--- src/rtl/gray_pos_tracker.sv ---
// Position tracker fed by a 3-bit gray-coded encoder: decodes, locks, counts +/-1 steps.
// Optional macro GRAY_ERR_CNT_EN adds a saturating illegal-transition counter (err_cnt).
module gray_pos_tracker #(
  parameter int POS_W = 8
) (
  input  logic             clk,
  input  logic             rst,
  input  logic             in_valid,
  input  logic [2:0]       gray_in,
  input  logic             clr,
  output logic [2:0]       bin_out,
  output logic [POS_W-1:0] pos,
  output logic             dir,
  output logic             step_valid,
  output logic             locked,
  output logic             err,
`ifdef GRAY_ERR_CNT_EN
  output logic [7:0]       err_cnt,
`endif
  output logic [1:0]       state_dbg
);

  typedef enum logic [1:0] {
    ST_IDLE  = 2'd0,
    ST_TRACK = 2'd1,
    ST_FAULT = 2'd2,
    ST_BAD   = 2'd3
  } state_e;

  state_e           state_q, state_d;
  logic [2:0]       prev_q, prev_d;
  logic [2:0]       bin_q, bin_d;
  logic [POS_W-1:0] pos_q, pos_d;
  logic             dir_q, dir_d;
  logic             step_q, step_d;
  logic             locked_q, locked_d;
  logic             err_q, err_d;

  logic             dec_b2, dec_b1, dec_b0;
  logic [2:0]       dec;
  logic [2:0]       delta;

  assign dec_b2 = gray_in[2];
  assign dec_b1 = gray_in[1] ^ dec_b2;
  assign dec_b0 = gray_in[0] ^ dec_b1;
  assign dec    = {dec_b2, dec_b1, dec_b0};
  // Forward distance on the 8-position wheel; 1 = up one, 7 = down one.
  assign delta  = dec - prev_q;

  always_comb begin
    state_d  = state_q;
    prev_d   = prev_q;
    bin_d    = bin_q;
    pos_d    = pos_q;
    dir_d    = dir_q;
    step_d   = 1'b0;
    locked_d = locked_q;
    err_d    = err_q;
    if (clr) begin
      state_d  = ST_IDLE;
      pos_d    = '0;
      err_d    = 1'b0;
      locked_d = 1'b0;
    end else begin
      case (state_q)
        ST_IDLE: begin
          if (in_valid) begin
            prev_d   = dec;
            bin_d    = dec;
            state_d  = ST_TRACK;
            locked_d = 1'b1;
          end
        end
        ST_TRACK: begin
          if (in_valid) begin
            case (delta)
              3'd0: begin
                prev_d = dec;
                bin_d  = dec;
              end
              3'd1: begin
                prev_d = dec;
                bin_d  = dec;
                pos_d  = pos_q + POS_W'(1);
                dir_d  = 1'b1;
                step_d = 1'b1;
              end
              3'd7: begin
                prev_d = dec;
                bin_d  = dec;
                pos_d  = pos_q - POS_W'(1);
                dir_d  = 1'b0;
                step_d = 1'b1;
              end
              default: begin
                err_d    = 1'b1;
                state_d  = ST_FAULT;
                locked_d = 1'b0;
              end
            endcase
          end
        end
        ST_FAULT: begin
          err_d    = 1'b1;
          locked_d = 1'b0;
        end
        default: begin
          state_d  = ST_IDLE;
          locked_d = 1'b0;
        end
      endcase
    end
  end

  always_ff @(posedge clk or posedge rst) begin
    if (rst) begin
      state_q  <= ST_IDLE;
      prev_q   <= '0;
      bin_q    <= '0;
      pos_q    <= '0;
      dir_q    <= 1'b0;
      step_q   <= 1'b0;
      locked_q <= 1'b0;
      err_q    <= 1'b0;
    end else begin
      state_q  <= state_d;
      prev_q   <= prev_d;
      bin_q    <= bin_d;
      pos_q    <= pos_d;
      dir_q    <= dir_d;
      step_q   <= step_d;
      locked_q <= locked_d;
      err_q    <= err_d;
    end
  end

`ifdef GRAY_ERR_CNT_EN
  logic       illegal;
  logic [7:0] err_cnt_q, err_cnt_d;

  // Survives clr on purpose: only rst wipes the history of bad transitions.
  always_comb begin
    illegal   = !clr && in_valid && (state_q == ST_TRACK) &&
                (delta != 3'd0) && (delta != 3'd1) && (delta != 3'd7);
    err_cnt_d = err_cnt_q;
    if (illegal && (err_cnt_q != 8'hFF)) err_cnt_d = err_cnt_q + 8'd1;
  end

  always_ff @(posedge clk or posedge rst) begin
    if (rst) err_cnt_q <= '0;
    else     err_cnt_q <= err_cnt_d;
  end

  assign err_cnt = err_cnt_q;
`endif

  assign bin_out    = bin_q;
  assign pos        = pos_q;
  assign dir        = dir_q;
  assign step_valid = step_q;
  assign locked     = locked_q;
  assign err        = err_q;
  assign state_dbg  = state_q;

endmodule

--- config.mk ---
export PLATFORM = sky130hd
export DESIGN_NAME = gray_pos_tracker
export DESIGN_NICKNAME = d
export VERILOG_FILES = /design/src/rtl/gray_pos_tracker.sv
export SDC_FILE = /design/constraint.sdc
export NUM_CORES = 1
export LEC_CHECK = 0
export CAP_MARGIN = 20
export CORE_UTILIZATION = 53
export CTS_BUF_LIST = sky130_fd_sc_hd__clkbuf_8
export CTS_CLUSTER_SIZE = 25
export DETAILED_ROUTE_END_ITERATION = 8
export PLACE_DENSITY_LB_ADDON = 0.05
export SYNTH_ARGS = -nofsm -noshare
export SYNTH_HDL_FRONTEND = slang
export SYNTH_SLANG_ARGS = --single-unit
--- constraint.sdc ---
create_clock -name clk -period 3.38 [get_ports clk]
set_input_delay 0.338 -clock clk [delete_from_list [all_inputs] [get_ports clk]]
set_output_delay 0.338 -clock clk [all_outputs]
set_load 0.01 [all_outputs]
==> flow_summary_export.csv <==
group,metric,value,unit
status,outcome,"finished clean",
critical_path,reg2regPathDepth,11,
critical_path,r2r_slack,710,ps
drt,ant_nets,0,
floorplan,core.rowCount,16,
drt,drtIter0Drc,30,
cts,clockBufferDepth,2,
placement,place_area,1520,um2
cts,clock_sinks,17,
grt,antenna_found_initial,0,
critical_path,r2r_start,"bin_out[0]",
floorplan,initial_utilization,0.579,
critical_path,worstSetupPathType,"in -> reg",
sta,worst_slew_pin_slew,666,ps
logic_synthesis,postSynth.asyncResetShare,1.00,
drt,wire_per_inst,14.8,um
cts,cts_made_buffers,3,
logic_synthesis,ys_top_cells_by_area,"dfrtp_1 (36%), ha_1 (5.3%), a21oi_1 (3.9%)",
job,drv_cap,0,
grt,grt_overflow,0,
cells_and_area,regArea,425,um2
placement,dpl.hpwl,2000,um
drt,drt_first_pass_iters,4,
critical_path,cp_max_fo,4,
logic_synthesis,yosysTopAreaCell,"dfrtp_1",
sta,slew_headroom,0.555,
critical_path,worstSetupStartpoint,"gray_in[1]",
drt,totalWireLength,2830,um
power_and_ir_drop,leakagePower,0.000725,uW
min_path,hp-class,"in -> async",
power_and_ir_drop,peakVddDrop,0.531,mV
grt,grt_pass1_vias,1106,
critical_path,cp.arrival,3390,ps
logic_synthesis,synth_warnings,0,
cells_and_area,nets,178,
critical_path,reg2reg_to,"pos[6]",
logic_synthesis,syn_area,1170,um2
logic_synthesis,netlist_instances,125,
cts,cts_tree,"done",
sta,finClkSkew,3.55,ps
cts,postCtsHoldBufs,0,
floorplan,chipWidth,49.0,um
cells_and_area,drive_gt1_frac,0.207,
sta,period_share,0.953,
cells_and_area,multiInputGateArea,728,um2
drt,drc_errors,0,
drt,vias,1120,
floorplan,dieArea,2400,um2
grt,grt_use_total,0.256,
cells_and_area,syn2layout_area_growth,37.8,%
logic_synthesis,synth_edf_count,0,
sta,fmax,310,MHz
critical_path,endpoint_kind,"flop",
logic_synthesis,syn_area_per_cell,9.36,um2
logic_synthesis,synth_top_area_share,0.364,
sta,slew_viol_final,0,
logic_synthesis,ys.flop_type,"dfrtp_1",
logic_synthesis,synth_seq_cells,17,
placement,place_congestion,0.859,
cells_and_area,n_antenna_cell,0,
floorplan,top_level_ports,24,
grt,grt_max_degree,18,
logic_synthesis,seq_area_frac_synth,0.364,
cts,cts_max_level,1,
floorplan,die_y,49.0,um
power_and_ir_drop,powerDensity,828,nW/um2
logic_synthesis,yosysUniqueCellTypes,44,
cells_and_area,fin_area,1610,um2
sta,setup_viol,0,
sta,holdWs,473,ps
cells_and_area,n_fill_cell,132,
cts,cts-root-buf,"clkbuf_8",
drt,viasPerCell,5.86,
sta,min_period,3220,ps
grt,grt_pass1_wl,4770,um
floorplan,coreArea,2020,um2
logic_synthesis,synth_nets,138,
placement,io_buffers,23,
critical_path,crit_path_start_kind,"input pin",
critical_path,crit_required,3550,ps
cts,insertion_delay,260,ps
cts,clk_pin_slew,70,ps
sta,finalHoldViolations,0,
==> through the flow <==
stage,instances,setup TNS [ps],utilization,total power (uW),setup slack (ps)
floorplan,125,0,-,803,181
global placement,185,-333,0.752,1090,-143
detailed placement,185,-542,0.752,1120,-251
CTS,189,0,0.774,1280,0.259
global route,191,-58.6,0.797,1420,-36.2
finish,191,0,0.797,1330,159
==> kinds of logic (layout without fill, tap and decap cells) <==
kind of cell | count (synthesis) | count (layout) | share of synthesized area
flops | 17 | 17 | 0.364
buf+inv | 12 | 51 | 0.0385
compound gates | 31 | 31 | 0.181
xor+xnor | 11 | 11 | 0.125
fa+ha+maj | 6 | 6 | 0.0706
mux | 2 | 2 | 0.0182
simple gates | 46 | 46 | 0.203
==> worst max path at each step <==
stage                  end  slack, ps  depth (start not counted)
finish              pos[6]        160                         14
global route        pos[4]        -40                         14
CTS                 pos[6]        0.3                         14
detailed placement  pos[6]       -250                         14
global placement    pos[6]       -140                         14
floorplan           pos[7]        180                         13
==> cells in the final DEF, fill, tap and decap left out, drive strengths merged, types with 2 or more instances in the layout <==
cell	Yosys	routed
a21oi	10	10
a31oi	2	2
and2	2	2
and3	2	2
buf	0	15
clkbuf	3	3
clkdlybuf4s50	0	22
dfrtp	17	17
ha	5	5
inv	9	10
nand2	13	13
nand4	3	3
nand4b	2	2
nor2	11	11
nor2b	2	2
nor3	5	5
o211ai	2	2
o21ai	7	7
xnor2	5	5
xor2	4	4
==> routing by layer <==
metal	global-route usage	wire (um)	vias to the layer above
li1	-	-	528
met3	0.0343	156	10
met2	0.447	1400	53
met5	0	0	-
met4	0.152	80	0
met1	0.297	1200	529
==> cell usage after synthesis (all sizes together), types with 2 or more instances <==
master,number
nor2b,2
inv,9
nand2,13
nor3,5
ha,5
nand4b,2
a21oi,10
nand4,3
a31oi,2
dfrtp,17
and3,2
o21ai,7
and2,2
xnor2,5
o211ai,2
clkbuf,3
xor2,4
nor2,11
==> critical path, stage by stage <==
cell and delay, ps:
clkdlybuf4s50_1 450, xnor2_2 210, xor2_1 220, ha_2 220, fa_2 470, nor2_4 130, nand2_4 80, xnor2_1 140
ha_2 200, o31a_1 230, o211ai_1 240, o221ai_1 160, xnor2_1 140, o21ai_0 170
==> flip-flops by register name, indices dropped and copies added, names as in the netlist <==
register    cells
step_valid      1
bin_out         3
locked          1
err             1
state_dbg       2
dir             1
pos             8
==> where the power goes <==
group | switching, uW | internal [uW]
sequential | 49.9 | 246
clock | 74.0 | 80.8
combinational | 440 | 443
==> cell type report <==
| class | instances | area share |
|---|---|---|
| clock inverter | 1 | 0.00233 |
| sequential | 17 | 0.264 |
| inverter | 9 | 0.0210 |
| timing repair buffer | 38 | 0.214 |
| clock buffer | 3 | 0.0256 |
| multi-input combinational | 96 | 0.452 |
| tap | 27 | 0.0210 |
==> what timing repair did <==
action	in CTS	in global routing
gates resized for setup	0	10
setup endpoints to repair	0	5
buffers inserted	0	2
hold endpoints to repair	0	0
Note: power is estimated with default switching activity, not from simulation.
